==> src/rtl/gm_port_arbiter.sv <==
// Shares graphics-RAM port A between CPU accesses and a clear/scroll-up engine.
// Latency: CPU grant -> ack 1 cycle; mem_* outputs are combinational from the grant.
// Backpressure: CPU wins any cycle it is not being acked; engine stalls until granted.
module gm_port_arbiter #(
    parameter int              COLS       = 80,
    parameter int              ROWS       = 60,
    parameter int              ADDR_WIDTH = 13,
    parameter logic [7:0]      BLANK      = 8'h20
) (
    input  logic                  clk_i,
    input  logic                  rst_n_i,
    input  logic                  cpu_req_i,
    input  logic                  cpu_we_i,
    input  logic [ADDR_WIDTH-1:0] cpu_addr_i,
    input  logic [7:0]            cpu_data_i,
    output logic                  cpu_ack_o,
    output logic [7:0]            cpu_data_o,
    input  logic                  cmd_clear_i,
    input  logic                  cmd_scroll_i,
    output logic                  busy_o,
    output logic                  done_o,
    output logic [ADDR_WIDTH-1:0] mem_addr_o,
    output logic [7:0]            mem_data_o,
    output logic                  mem_wren_o,
    input  logic [7:0]            mem_data_i
);

    localparam logic [ADDR_WIDTH-1:0] LAST_ADDR = ADDR_WIDTH'(COLS * ROWS - 1);
    localparam logic [ADDR_WIDTH-1:0] FILL_BASE = ADDR_WIDTH'(COLS * (ROWS - 1));
    localparam logic [ADDR_WIDTH-1:0] ROW_STEP  = ADDR_WIDTH'(COLS);
    localparam logic [ADDR_WIDTH-1:0] ONE       = ADDR_WIDTH'(1);

    typedef enum logic [2:0] {
        ST_IDLE,
        ST_COPY_RD,
        ST_COPY_WR,
        ST_FILL,
        ST_FINISH
    } state_t;

    state_t                state;
    logic [ADDR_WIDTH-1:0] src;
    logic [ADDR_WIDTH-1:0] dst;
    logic [ADDR_WIDTH-1:0] ptr;
    logic [7:0]            hold;
    logic                  copy_first;
    logic                  cpu_rd_q;

    logic                  cpu_grant;
    logic                  eng_need;
    logic                  eng_grant;
    logic [ADDR_WIDTH-1:0] eng_addr;
    logic [7:0]            eng_data;
    logic                  eng_we;

    // Grant logic is gated by reset so the port stays quiet while rst_n_i is low.
    always_comb begin
        cpu_grant = rst_n_i && cpu_req_i && !cpu_ack_o;
        eng_need  = (state == ST_COPY_RD) || (state == ST_COPY_WR) || (state == ST_FILL);
        eng_grant = rst_n_i && eng_need && !cpu_grant;

        eng_addr = '0;
        eng_data = 8'h00;
        eng_we   = 1'b0;
        case (state)
            ST_COPY_RD: begin
                eng_addr = src;
            end
            ST_COPY_WR: begin
                // On the first COPY_WR cycle the read data is still on the bus, not yet in hold.
                eng_addr = dst;
                eng_data = copy_first ? mem_data_i : hold;
                eng_we   = 1'b1;
            end
            ST_FILL: begin
                eng_addr = ptr;
                eng_data = BLANK;
                eng_we   = 1'b1;
            end
            default: ;
        endcase

        mem_addr_o = '0;
        mem_data_o = 8'h00;
        mem_wren_o = 1'b0;
        if (cpu_grant) begin
            mem_addr_o = cpu_addr_i;
            mem_data_o = cpu_data_i;
            mem_wren_o = cpu_we_i;
        end else if (eng_grant) begin
            mem_addr_o = eng_addr;
            mem_data_o = eng_data;
            mem_wren_o = eng_we;
        end
    end

    assign cpu_data_o = (cpu_ack_o && cpu_rd_q) ? mem_data_i : 8'h00;

    always_ff @(posedge clk_i) begin
        if (!rst_n_i) begin
            state      <= ST_IDLE;
            src        <= '0;
            dst        <= '0;
            ptr        <= '0;
            hold       <= 8'h00;
            copy_first <= 1'b0;
            cpu_rd_q   <= 1'b0;
            cpu_ack_o  <= 1'b0;
            busy_o     <= 1'b0;
            done_o     <= 1'b0;
        end else begin
            cpu_ack_o  <= cpu_grant;
            cpu_rd_q   <= cpu_grant && !cpu_we_i;
            done_o     <= 1'b0;
            copy_first <= 1'b0;
            case (state)
                ST_IDLE: begin
                    if (cmd_clear_i) begin
                        state  <= ST_FILL;
                        ptr    <= '0;
                        busy_o <= 1'b1;
                    end else if (cmd_scroll_i) begin
                        state  <= ST_COPY_RD;
                        src    <= ROW_STEP;
                        dst    <= '0;
                        busy_o <= 1'b1;
                    end
                end
                ST_COPY_RD: begin
                    if (eng_grant) begin
                        state      <= ST_COPY_WR;
                        copy_first <= 1'b1;
                    end
                end
                ST_COPY_WR: begin
                    if (copy_first) begin
                        hold <= mem_data_i;
                    end
                    if (eng_grant) begin
                        dst <= dst + ONE;
                        if ((dst + ONE) == FILL_BASE) begin
                            state <= ST_FILL;
                            ptr   <= FILL_BASE;
                        end else begin
                            state <= ST_COPY_RD;
                            src   <= src + ONE;
                        end
                    end
                end
                ST_FILL: begin
                    if (eng_grant) begin
                        if (ptr == LAST_ADDR) begin
                            state <= ST_FINISH;
                        end else begin
                            ptr <= ptr + ONE;
                        end
                    end
                end
                ST_FINISH: begin
                    state  <= ST_IDLE;
                    busy_o <= 1'b0;
                    done_o <= 1'b1;
                end
                default: begin
                    state  <= ST_IDLE;
                    busy_o <= 1'b0;
                end
            endcase
        end
    end

endmodule

==> config.mk <==
export PLATFORM = sky130hd
export DESIGN_NAME = gm_port_arbiter
export DESIGN_NICKNAME = d
export VERILOG_FILES = /design/src/rtl/gm_port_arbiter.sv
export SDC_FILE = /design/constraint.sdc
export NUM_CORES = 1
export LEC_CHECK = 0
export ABC_CLOCK_PERIOD_IN_PS = 2300
export BUFFER_PORTS_ARGS = -buffer_cell sky130_fd_sc_hd__buf_2
export CORE_MARGIN = 8
export CORE_UTILIZATION = 42
export CTS_CLUSTER_SIZE = 10
export DETAILED_ROUTE_END_ITERATION = 6
export PLACE_DENSITY_LB_ADDON = 0.2
export REMOVE_ABC_BUFFERS = 1
export SLEW_MARGIN = 10
export SYNTH_ARGS = -nofsm -noshare
export SYNTH_HDL_FRONTEND = slang
export SYNTH_SLANG_ARGS = --single-unit
export TNS_END_PERCENT = 10
==> constraint.sdc <==
create_clock -name clk_i -period 2.3 [get_ports clk_i]
set_input_delay 0 -clock clk_i [delete_from_list [all_inputs] [get_ports clk_i]]
set_output_delay 0 -clock clk_i [all_outputs]
set_load 0.02 [all_outputs]
==> impl_metrics.tcl, run 1 <==
set metrics [dict create \
    drt_pass1_iterations 5 \
    timing.final.ws_setup_ns 0.117 \
    syn2layout_area_growth_pct 23.0 \
    most-common-layout-cells "70 x nand2_1, 67 x buf_2, 54 x dfxtp_1, 48 x o21ai_0" \
    dp_hpwl_um 8000 \
    setup.reg_to_reg.worst_slack_ns 0.12 \
    finalHoldViolCount 0 \
    max_clock_freq_mhz 458 \
    share_of_the_core_filled_with_cells 0.523 \
    flip_flop_and_latch_area_mm2 0.00110 \
    drtIter0Drc 285 \
    result_of_the_run "finished clean" \
    die_height_um 106 \
    post_synth_edffs 0 \
    cts_htree_levels 2 \
    setup_total_negative_slack_ns 0 \
    syn_area_per_cell_um2 7.55 \
    num_cts_buffers 5 \
    maxCapViolCount 0 \
    synth-seq-cells 55 \
    synth.distinct_cells 58 \
    antenna_violating_nets_left 0 \
    setup_violation_total_in_the_final_timing_report 0 \
    startpoint_type "flip-flop" \
    cts.clk_slew.worst_paths_ns 0.11 \
    critical_path.endpoint_type "flip-flop" \
    antenna-diode-count 0 \
    synth_sequential_area_ratio 0.321 \
    skew_ns 0.0142 \
    unrepaired_setup_endpoints_after_global_routing "no" \
    design_area_mm2 0.00421 \
    initial_antenna_violation_count 0 \
    postSynth.asyncResetShare 0 \
    syn-cell-area_mm2 0.00343 \
    nets 578 \
    io_buffers 67 \
    number_of_top_level_design_ports 68 \
    grt_start_max_net_pins 22 \
    grt.overflow.total 0 \
    ys.warnings.count 0 \
    drc 0 \
    route.detailed.vias_per_inst 5.83 \
    hold_end "cpu_rd_q$_SDFF_PN0_" \
    global_route.usage.total 0.189 \
    cts_tree "yes" \
    worst-slew-pin-transition_ns 0.529 \
    crit-reg2reg-capture "ptr[6]$_SDFFE_PN0P_" \
    rr_startpoint "ptr[0]$_SDFFE_PN0P_" \
    slew_headroom 0.647 \
    ir_worst_vdd_uv 254 \
    worstSetupPathType "flip-flop to flip-flop" \
    cp_data_arrival_time_ns 2.40 \
    holdPathStages 3 \
    die_w_um 106 \
    number_of_global_route_vias_before_repair 3538 \
    critical_path.max_fanout 7 \
    total_power_mw 2.07 \
    pd_cells_mw_per_mm2 492 \
    post_cts_buffers 0 \
    vias 3763 \
    initial_core_util 0.425 \
    clock_tree.buffer_depth 2 \
    required_ns 2.52 \
    worstHoldStart "cpu_req_i" \
    numClockSinks 55 \
    timing.final.crit_share 0.949 \
    worst_r2r_path_depth 7 \
    multi_input_comb_area_mm2 0.00220 \
    syn_inst 454 \
    core_area_mm2 0.00805 \
    avgRoutedWirePerCell_um 16.8 \
    drive_above_1_share 0.238 \
    timing.final.crit_period_ns 2.18 \
    final_common_cell "nand2_1" \
    clk_latency_ns 0.32 \
    hold_path_class "primary input to flip-flop" \
    detailed_place.area_mm2 0.00402 \
    grt_first_pass_wirelength_um 17900 \
    route.final.wire_length_um 10900 \
    finalMaxSlewViolations 0 \
    leakagePower_nw 1.71 \
    detailedPlace.worstSlack_ns 0.101 \
    fp.dieArea_mm2 0.0113 \
    synthFlopType "dfxtp_1" \
    clock_tree.root_cell "clkbuf_8" \
    number_of_filler_instances_in_the_final_layout 794 \
    weighted_congestion_at_the_end_of_routability_driven_global_placement 0.898 \
    floorplan.rows 33 \
]
==> worst max-delay path, stage by stage (launching register included) <==
cell and delay (ns):
dfxtp_1 0.37, ha_1 0.25, and4_1 0.23, and4_1 0.23, or3b_2 0.52, nand2_1 0.17
a211oi_1 0.10, o211a_1 0.22
==> synthesized netlist by cell type (all sizes together) (3+ instances only) <==
cell type,n,area share
and3,18,0.034
a22oi,14,0.031
nor3,15,0.025
a21oi,30,0.044
nor3b,3,0.0066
ha,3,0.011
nand3,25,0.037
buf,5,0.0084
nand2b,6,0.012
xor2,5,0.013
nor2,26,0.028
inv,9,0.0099
o211ai,5,0.012
and2,3,0.0055
nand2,70,0.077
mux2i,12,0.035
o211a,5,0.015
a211oi,7,0.017
or4,4,0.0088
dfxtp,55,0.32
and4,4,0.010
mux2,9,0.030
a31oi,11,0.020
nand4,4,0.0091
clkbuf,22,0.024
nor2b,3,0.0055
o21ai,48,0.070
==> sequential cells by signal, summed over array words and instances, names as in the netlist <==
name / cells
busy_o: 1
hold: 8
dst: 13
copy_first: 1
src: 13
cpu_ack_o: 1
ptr: 13
state: 3
cpu_rd_q: 1
done_o: 1
==> worst max-delay path by stage <==
stage                                startpoint                   to  slack [ns]  cells past startpoint
after floorplan           state[1]$_SDFFE_PN0P_  dst[3]$_SDFFE_PN0P_        0.11                      5
after global placement      ptr[0]$_SDFFE_PN0P_  ptr[6]$_SDFFE_PN0P_        0.18                      7
after detailed placement    dst[0]$_SDFFE_PN0P_  ptr[9]$_SDFFE_PN0P_        0.10                      7
after CTS                   dst[0]$_SDFFE_PN0P_  ptr[9]$_SDFFE_PN0P_        0.09                      7
after global routing        ptr[0]$_SDFFE_PN0P_  ptr[6]$_SDFFE_PN0P_        0.01                      7
final                       ptr[0]$_SDFFE_PN0P_  ptr[6]$_SDFFE_PN0P_        0.12                      7
==> power by group <==
part	total [mW]	switching (mW)	internal, mW	leakage (nW)
Sequential	1.06	0.0629	0.993	0.446
Combinational	0.481	0.288	0.193	1.22
Clock	0.537	0.323	0.214	0.0412
Total	2.07	0.674	1.40	1.71
==> cell type report <==
class | instances | share of cell area
inverters | 9 | 0.00802
repair buffers | 106 | 0.157
well taps | 105 | 0.0312
multi-input cells | 363 | 0.522
flip-flops and latches | 55 | 0.262
clock inverters | 2 | 0.00297
clock buffers | 6 | 0.0172
==> timing repair <==
item	4_1_cts	5_1_grt
hold endpoints to repair	9	0
gates resized for setup	0	5
endpoints found under the setup margin	0	8
hold buffers	9	0
==> metal layers <==
metal / up-vias / track usage / part of all wire
li1: 1838 / - / -
met3: 20 / 0.0393 / 0.073
met4: 0 / 0.0583 / 0.020
met5: - / 0 / 0
met1: 1735 / 0.248 / 0.45
met2: 170 / 0.304 / 0.45
==> logic make-up (layout without fill, tap and decap cells) <==
family                   Yosys count  after routing  share of synthesized area
AO/OA/AOI/OAI                    137            137                      0.252
XOR/XNOR                           7              7                     0.0179
adder cells (fa/ha/maj)            3              3                     0.0110
buffers and inverters             36            123                     0.0424
flip-flops                        55             55                      0.321
multiplexers                      21             21                     0.0646
AND/OR/NAND/NOR                  195            195                      0.291
==> per-stage QoR <==
stage,hold WS (ns),cells
6_report,0.0149,646
2_1_floorplan,0.0768,427
3_3_place_gp,0.184,629
5_1_grt,0.0182,646
3_5_place_dp,0.185,629
4_1_cts,0.00508,646
No activity file was read; power rests on OpenSTA's default activity.
==> run 2: changes to the inputs <==
--- a/config.mk
+++ b/config.mk
@@ -5,6 +5,7 @@
 export SDC_FILE = /design/constraint.sdc
 export NUM_CORES = 1
 export LEC_CHECK = 0
+export ABC_AREA = 1
 export ABC_CLOCK_PERIOD_IN_PS = 2300
 export BUFFER_PORTS_ARGS = -buffer_cell sky130_fd_sc_hd__buf_2
 export CORE_MARGIN = 8
==> run 2 against run 1 <==
  * Clock power is 0.7% lower
  * Utilization down 1.3 points
  * First-iteration DRC count down 19%
  * Die area grew 2.8%
  * Worst hold slack improved by 0.056 ns
  * Sequential power rose by 34%
  * Synthesized cell count rose by 30%
  * Clock-buffer cell count is 1 lower
  * Total power increased by 81%
  * Wire length fell by 2.7%
  * Design area shrank 1.1%
  * Largest cell class unchanged
  * Largest power group is now combinational cells
==> impl_metrics.tcl, run 2 <==
set metrics [dict create \
    grt.met1_usage 0.228 \
    setup_violation_total_in_the_final_timing_report 0 \
    grt_start_max_net_pins 29 \
    worst_r2r_path_depth 13 \
    yosys.area_share.adder 0.0106 \
    leakagePower_nw 1.79 \
    detailedPlace.worstSlack_ns 0.0963 \
    critical_path.endpoint_type "flip-flop" \
    cp_data_arrival_time_ns 2.35 \
    floorplan.rows 33 \
    finalHoldViolCount 0 \
    worstSetupPathType "flip-flop to flip-flop" \
    synth_top_cells_by_count "162 x nand2_1, 77 x nor2_1, 58 x inv_1, 55 x a21oi_1, 55 x dfxtp_1" \
    syn-cell-area_mm2 0.00354 \
    unrepaired_setup_endpoints_after_global_routing "yes" \
    number_of_top_level_design_ports 68 \
    placed_cells_incl_taps 754 \
    required_ns 2.55 \
    nets 700 \
    dp_hpwl_um 7990 \
    synth.distinct_cells 35 \
    most-common-layout-cells "162 x nand2_1, 74 x nor2_1, 67 x buf_2, 57 x inv_1, 55 x a21oi_1" \
    ys.warnings.count 0 \
    worst-slew-pin-transition_ns 0.514 \
    timing.final.crit_share 0.912 \
    final_common_cell "nand2_1" \
    rr_startpoint "dst[0]$_SDFFE_PN0P_" \
    antenna_violating_nets_left 0 \
    maxCapViolCount 0 \
    num_cts_buffers 5 \
    global_route_layer_with_the_greatest_usage "met2" \
    antenna-diode-count 0 \
    die_height_um 108 \
    drt_pass1_iterations 4 \
    cts_tree "yes" \
    core_area_mm2 0.00818 \
    weighted_congestion_at_the_end_of_routability_driven_global_placement 0.911 \
    synthMuxAreaShare 0 \
    setup.reg_to_reg.worst_slack_ns 0.20 \
    fraction_of_the_mapped_netlist_area_in_compound_gates 0.190 \
    route.final.wire_length_um 10600 \
    fp.dieArea_mm2 0.0116 \
    crit_start "dst[0]$_SDFFE_PN0P_" \
    timing.final.crit_period_ns 2.10 \
    post_synth_main_area_contributors "dfxtp_1 31%, nand2_1 17%, nor2_1 8.2%, a21oi_1 7.8%, o21ai_0 6.6%" \
    numClockSinks 55 \
    synth_simple_gate_area_share 0.375 \
    skew_ns 0.0147 \
    grt_first_pass_wirelength_um 17200 \
    post-synth-top-count-cell "nand2_1" \
    timing.final.ws_setup_ns 0.203 \
    avgRoutedWirePerCell_um 13.8 \
    initial_antenna_violation_count 0 \
    slew_headroom 0.657 \
    top_regs "dst: 13 flops, ptr: 13 flops, src: 13 flops" \
    critPathCapture "ptr[6]$_SDFFE_PN0P_" \
    grt.overflow.total 0 \
    post_synth_edffs 0 \
    cts.clk_slew.worst_paths_ns 0.10 \
    ir_worst_vdd_uv 382 \
    crit-reg2reg-capture "ptr[6]$_SDFFE_PN0P_" \
    detailed_place.area_mm2 0.00401 \
    hold_path_class "primary input to flip-flop" \
    postSynth.asyncResetShare 0 \
    clock_tree.buffer_depth 2 \
    max_clock_freq_mhz 477 \
    drc 0 \
    library_cell_with_the_largest_summed_area_after_synthesis "dfxtp_1" \
    startpoint_type "flip-flop" \
    syn_inst 590 \
    met2_usage 0.299 \
    synthFlopType "dfxtp_1" \
    route.detailed.vias_per_inst 5.26 \
    design_area_mm2 0.00417 \
    stdcell_count 767 \
    synth_sequential_area_ratio 0.311 \
    final.hold.worst_slack_ns 0.0704 \
    cts_htree_levels 2 \
    synth-seq-cells 55 \
    syn2layout_area_growth_pct 17.8 \
    synth_xor_xnor_area_share 0.0173 \
    initial_core_util 0.433 \
    global_route.usage.total 0.179 \
    critical_path.max_fanout 12 \
    clock_tree.root_cell "clkbuf_8" \
    syn_area_per_cell_um2 6.00 \
    io_buffers 67 \
    gr-usage-met3 0.0347 \
    finalMaxSlewViolations 0 \
    drive_above_1_share 0.174 \
    yosysTopAreaCellShare 0.311 \
    largest_family_of_logic_cells_by_synthesized_area "simple AND/OR/NAND/NOR gates" \
    drtIter0Drc 232 \
    pd_cells_mw_per_mm2 899 \
    clk_latency_ns 0.31 \
    number_of_global_route_vias_before_repair 3725 \
    result_of_the_run "finished clean" \
    setup_total_negative_slack_ns 0 \
    vias 4036 \
    die_w_um 108 \
]
==> run 2: layout make-up <==
| cell class | count | area [um2] |
|---|---|---|
| fill | 851 | 4010 |
| multi-input combinational | 450 | 2110 |
| sequential | 55 | 1100 |
| timing repair buffer | 88 | 498 |
| inverter | 62 | 240 |
| tap | 105 | 131 |
| clock buffer | 5 | 68.8 |
| clock inverter | 2 | 13.8 |
==> run 2: where the power goes <==
part	leakage, nW	switching (mW)	internal [mW]
logic	1.29	1.17	0.621
clock network	0.0440	0.324	0.210
registers	0.449	0.236	1.19
total	1.79	1.73	2.02
==> run 2: cells by family (layout without fill, tap and decap cells) <==
| group | count (synthesis) | in the layout |
|---|---|---|
| and+or+nand+nor | 315 | 315 |
| AOI/OAI and AO/OA | 125 | 125 |
| DFF | 55 | 55 |
| xor gates and xnor gates | 7 | 7 |
| adders and majority gates | 3 | 3 |
| buffers and inverters | 85 | 157 |
==> run 2: layer usage <==
layer	vias to the layer above	part of all wire
li1	2070	-
met1	1795	0.45
met2	161	0.46
met3	10	0.083
met4	0	0.012
met5	-	0
==> run 2: worst min-delay path by stage <==
stage,start,endpoint,cells after the start
after detailed placement,cpu_we_i,cpu_rd_q$_SDFF_PN0_,2
after global routing,rst_n_i,copy_first$_SDFF_PN0_,3
after global placement,cpu_we_i,cpu_rd_q$_SDFF_PN0_,2
after floorplan,cpu_we_i,cpu_rd_q$_SDFF_PN0_,1
final,mem_data_i[5],hold[5]$_SDFFE_PN0P_,5
after CTS,rst_n_i,copy_first$_SDFF_PN0_,3
==> run 2: timing repair <==
action / 4_1_cts / 5_1_grt
hold endpoints to repair: 1 / 0
resized for setup: 0 / 8
hold buffers: 2 / 0
setup buffers: 0 / 4
setup endpoints to repair: 0 / 29
==> run 2: worst max-delay path, cell delays in order, from the launching register on <==
cell	delay, ns
dfxtp_1	0.39
ha_1	0.21
nand3_1	0.16
nor2_2	0.19
nand2_1	0.07
nand2_1	0.09
nand3_1	0.08
nor2_1	0.15
nand3_2	0.16
nand2_4	0.18
nand2_4	0.12
nand2_1	0.09
nand2_1	0.05
nor2_1	0.09
==> run 2: per-stage QoR <==
step            util  power, mW
2_1_floorplan      -       2.57
3_3_place_gp   0.491       3.11
3_5_place_dp   0.491       3.15
4_1_cts        0.503       3.69
5_1_grt        0.510       4.06
6_report       0.510       3.75
==> run 3: changes to the inputs <==
--- a/config.mk
+++ b/config.mk
@@ -6,7 +6,7 @@
 export NUM_CORES = 1
 export LEC_CHECK = 0
 export ABC_AREA = 1
-export ABC_CLOCK_PERIOD_IN_PS = 2300
+export ABC_CLOCK_PERIOD_IN_PS = 2490
 export BUFFER_PORTS_ARGS = -buffer_cell sky130_fd_sc_hd__buf_2
 export CORE_MARGIN = 8
 export CORE_UTILIZATION = 42
==> constraint.sdc (replaced) <==
create_clock -name clk_i -period 2.49 [get_ports clk_i]
set_input_delay 0 -clock clk_i [delete_from_list [all_inputs] [get_ports clk_i]]
set_output_delay 0 -clock clk_i [all_outputs]
set_load 0.02 [all_outputs]
==> run 3 against run 2 <==
  * Die area stayed put
  * Clock-buffer cell count stayed put
  * Flip-flop and latch count stayed put
  * Sequential share of layout area is 0.19 points higher
  * Register-to-register slack better by 0.11 ns
  * Critical endpoint is now mem_addr_o[3]
==> impl_metrics.tcl, run 3 (synthesized netlist as in run 2, its figures left out) <==
set metrics [dict create \
    floorplan.rows 33 \
    global_route_layer_with_the_greatest_usage "met2" \
    grt.overflow.total 0 \
    required_ns 2.49 \
    cts_htree_levels 2 \
    pd_cells_mw_per_mm2 860 \
    global_route.usage.total 0.183 \
    final_common_cell "nand2_1" \
    antenna_violating_nets_left 0 \
    worst-slew-pin-transition_ns 0.518 \
    vias 4063 \
    max_clock_freq_mhz 450 \
    drt_pass1_iterations 5 \
    drc 0 \
    worstHoldStart "rst_n_i" \
    number_of_global_route_vias_before_repair 3789 \
    critical_path.max_fanout 17 \
    clock_tree.root_cell "clkbuf_8" \
    sum_of_buffers_and_inverters_on_the_critical_path 3 \
    holdPathStages 3 \
    route.detailed.vias_per_inst 5.34 \
    core_area_mm2 0.00818 \
    hold_path_class "primary input to flip-flop" \
    drive_above_1_share 0.160 \
    io_buffers 67 \
    skew_ns 0.0158 \
    ir_worst_vdd_uv 340 \
    grt_start_max_net_pins 29 \
    finalHoldViolCount 0 \
    worstSetupPathType "flip-flop to output port" \
    cts_tree "yes" \
    leakagePower_nw 1.77 \
    timing.final.crit_period_ns 2.22 \
    met2_usage 0.301 \
    numClockSinks 55 \
    drtIter0Drc 294 \
    initial_core_util 0.433 \
    share_of_the_core_filled_with_cells 0.506 \
    placed_cells_incl_taps 751 \
    die_height_um 108 \
    fp.dieArea_mm2 0.0116 \
    grt.met1_usage 0.227 \
    timing.final.crit_share 0.892 \
    startpoint_type "flip-flop" \
    setup_total_negative_slack_ns 0 \
    setup.reg_to_reg.worst_slack_ns 0.31 \
    final.hold.worst_slack_ns 0.0332 \
    worst_r2r_path_depth 13 \
    gr-usage-met3 0.0431 \
    cts.clk_slew.worst_paths_ns 0.12 \
    clk_latency_ns 0.32 \
    top_regs "dst: 13 flops, ptr: 13 flops, src: 13 flops" \
    crit-reg2reg-capture "ptr[6]$_SDFFE_PN0P_" \
    nets 693 \
    unrepaired_setup_endpoints_after_global_routing "no" \
    critical_path.endpoint_type "output port" \
    stdcell_count 761 \
    most-common-layout-cells "162 x nand2_1, 76 x nor2_1, 67 x buf_2, 58 x inv_1" \
    antenna-diode-count 0 \
    crit_path_max_incr_delay_ns 0.41 \
    rr_startpoint "dst[1]$_SDFFE_PN0P_" \
    die_w_um 108 \
    critPathTopFamily "buffers and inverters" \
    path_cells "nand2_1 -> nor2_2 -> buf_4 -> nor2_1 -> nor2_1 -> inv_1 -> o21ai_0 -> buf_2" \
    num_cts_buffers 5 \
    avgRoutedWirePerCell_um 14.0 \
    slew_headroom 0.654 \
    initial_antenna_violation_count 0 \
    setup_violation_total_in_the_final_timing_report 0 \
    dp_hpwl_um 8040 \
    design_area_mm2 0.00414 \
    critical-path-top-cell-by-count "nor2_1" \
    number_of_top_level_design_ports 68 \
    route.final.wire_length_um 10700 \
    hold_end "copy_first$_SDFF_PN0_" \
    post_cts_buffers 0 \
    detailed_place.area_mm2 0.00399 \
    cp_data_arrival_time_ns 2.22 \
    weighted_congestion_at_the_end_of_routability_driven_global_placement 0.888 \
    finalMaxSlewViolations 0 \
    cell_type_of_the_slowest_stage_on_the_worst_timing_path "dfxtp_1" \
    grt_first_pass_wirelength_um 17700 \
    clock_tree.buffer_depth 2 \
    result_of_the_run "finished clean" \
    maxCapViolCount 0 \
    syn2layout_area_growth_pct 16.8 \
]
## run 3: how the worst max path moves through the flow
stage	startpoint	cells past startpoint	end
final	state[0]$_SDFFE_PN0P_	8	mem_addr_o[3]
after global routing	state[0]$_SDFFE_PN0P_	8	mem_addr_o[5]
after CTS	state[0]$_SDFFE_PN0P_	8	mem_addr_o[12]
after detailed placement	dst[1]$_SDFFE_PN0P_	13	ptr[6]$_SDFFE_PN0P_
after global placement	dst[1]$_SDFFE_PN0P_	12	ptr[1]$_SDFFE_PN0P_
after floorplan	state[2]$_SDFFE_PN0P_	7	mem_addr_o[8]
## run 3: what timing repair did
| item | CTS | global route |
|---|---|---|
| endpoints found under the hold margin | 1 | 0 |
| hold buffers | 2 | 0 |
| setup endpoints to repair | 0 | 6 |
| resized for setup | 0 | 2 |
## run 3: where the power goes
part           internal, mW  switching (mW)
clock                 0.306           0.334
combinational         0.531            1.06
sequential             1.10           0.231
## run 3: metrics by stage
step / setup slack, ns / power, mW
floorplan: -0.424 / 2.38
global placement: 0.407 / 2.87
detailed placement: 0.308 / 2.90
CTS: 0.194 / 3.53
global route: 0.0232 / 3.84
finish: 0.268 / 3.56
## run 3: layout make-up
cell class	instances	area, um2
Inverter	62	236
Multi-Input combinational cell	450	2100
Sequential cell	55	1100
Fill cell	848	4040
Tap cell	105	131
Clock buffer	5	68.8
Clock inverter	3	47.5
Timing Repair Buffer	81	445
## run 3: worst reg2reg max path, stage by stage (launching register included)
cell and delay (ns):
dfxtp_1 0.40, ha_1 0.22, nand3_1 0.16, nor2_2 0.19, nand2_1 0.07, nand2_1 0.09
nand3_1 0.09, nor2_1 0.16, nand3_2 0.16, nand2_4 0.17, nand2_2 0.16, nand2_1 0.11
nand2_1 0.05, nor2_1 0.08
## run 3: routing by layer
layer | wire length (um) | vias up
met5 | 0 | -
met4 | 227 | 0
li1 | - | 2054
met3 | 1000 | 22
met2 | 4860 | 162
met1 | 4600 | 1825
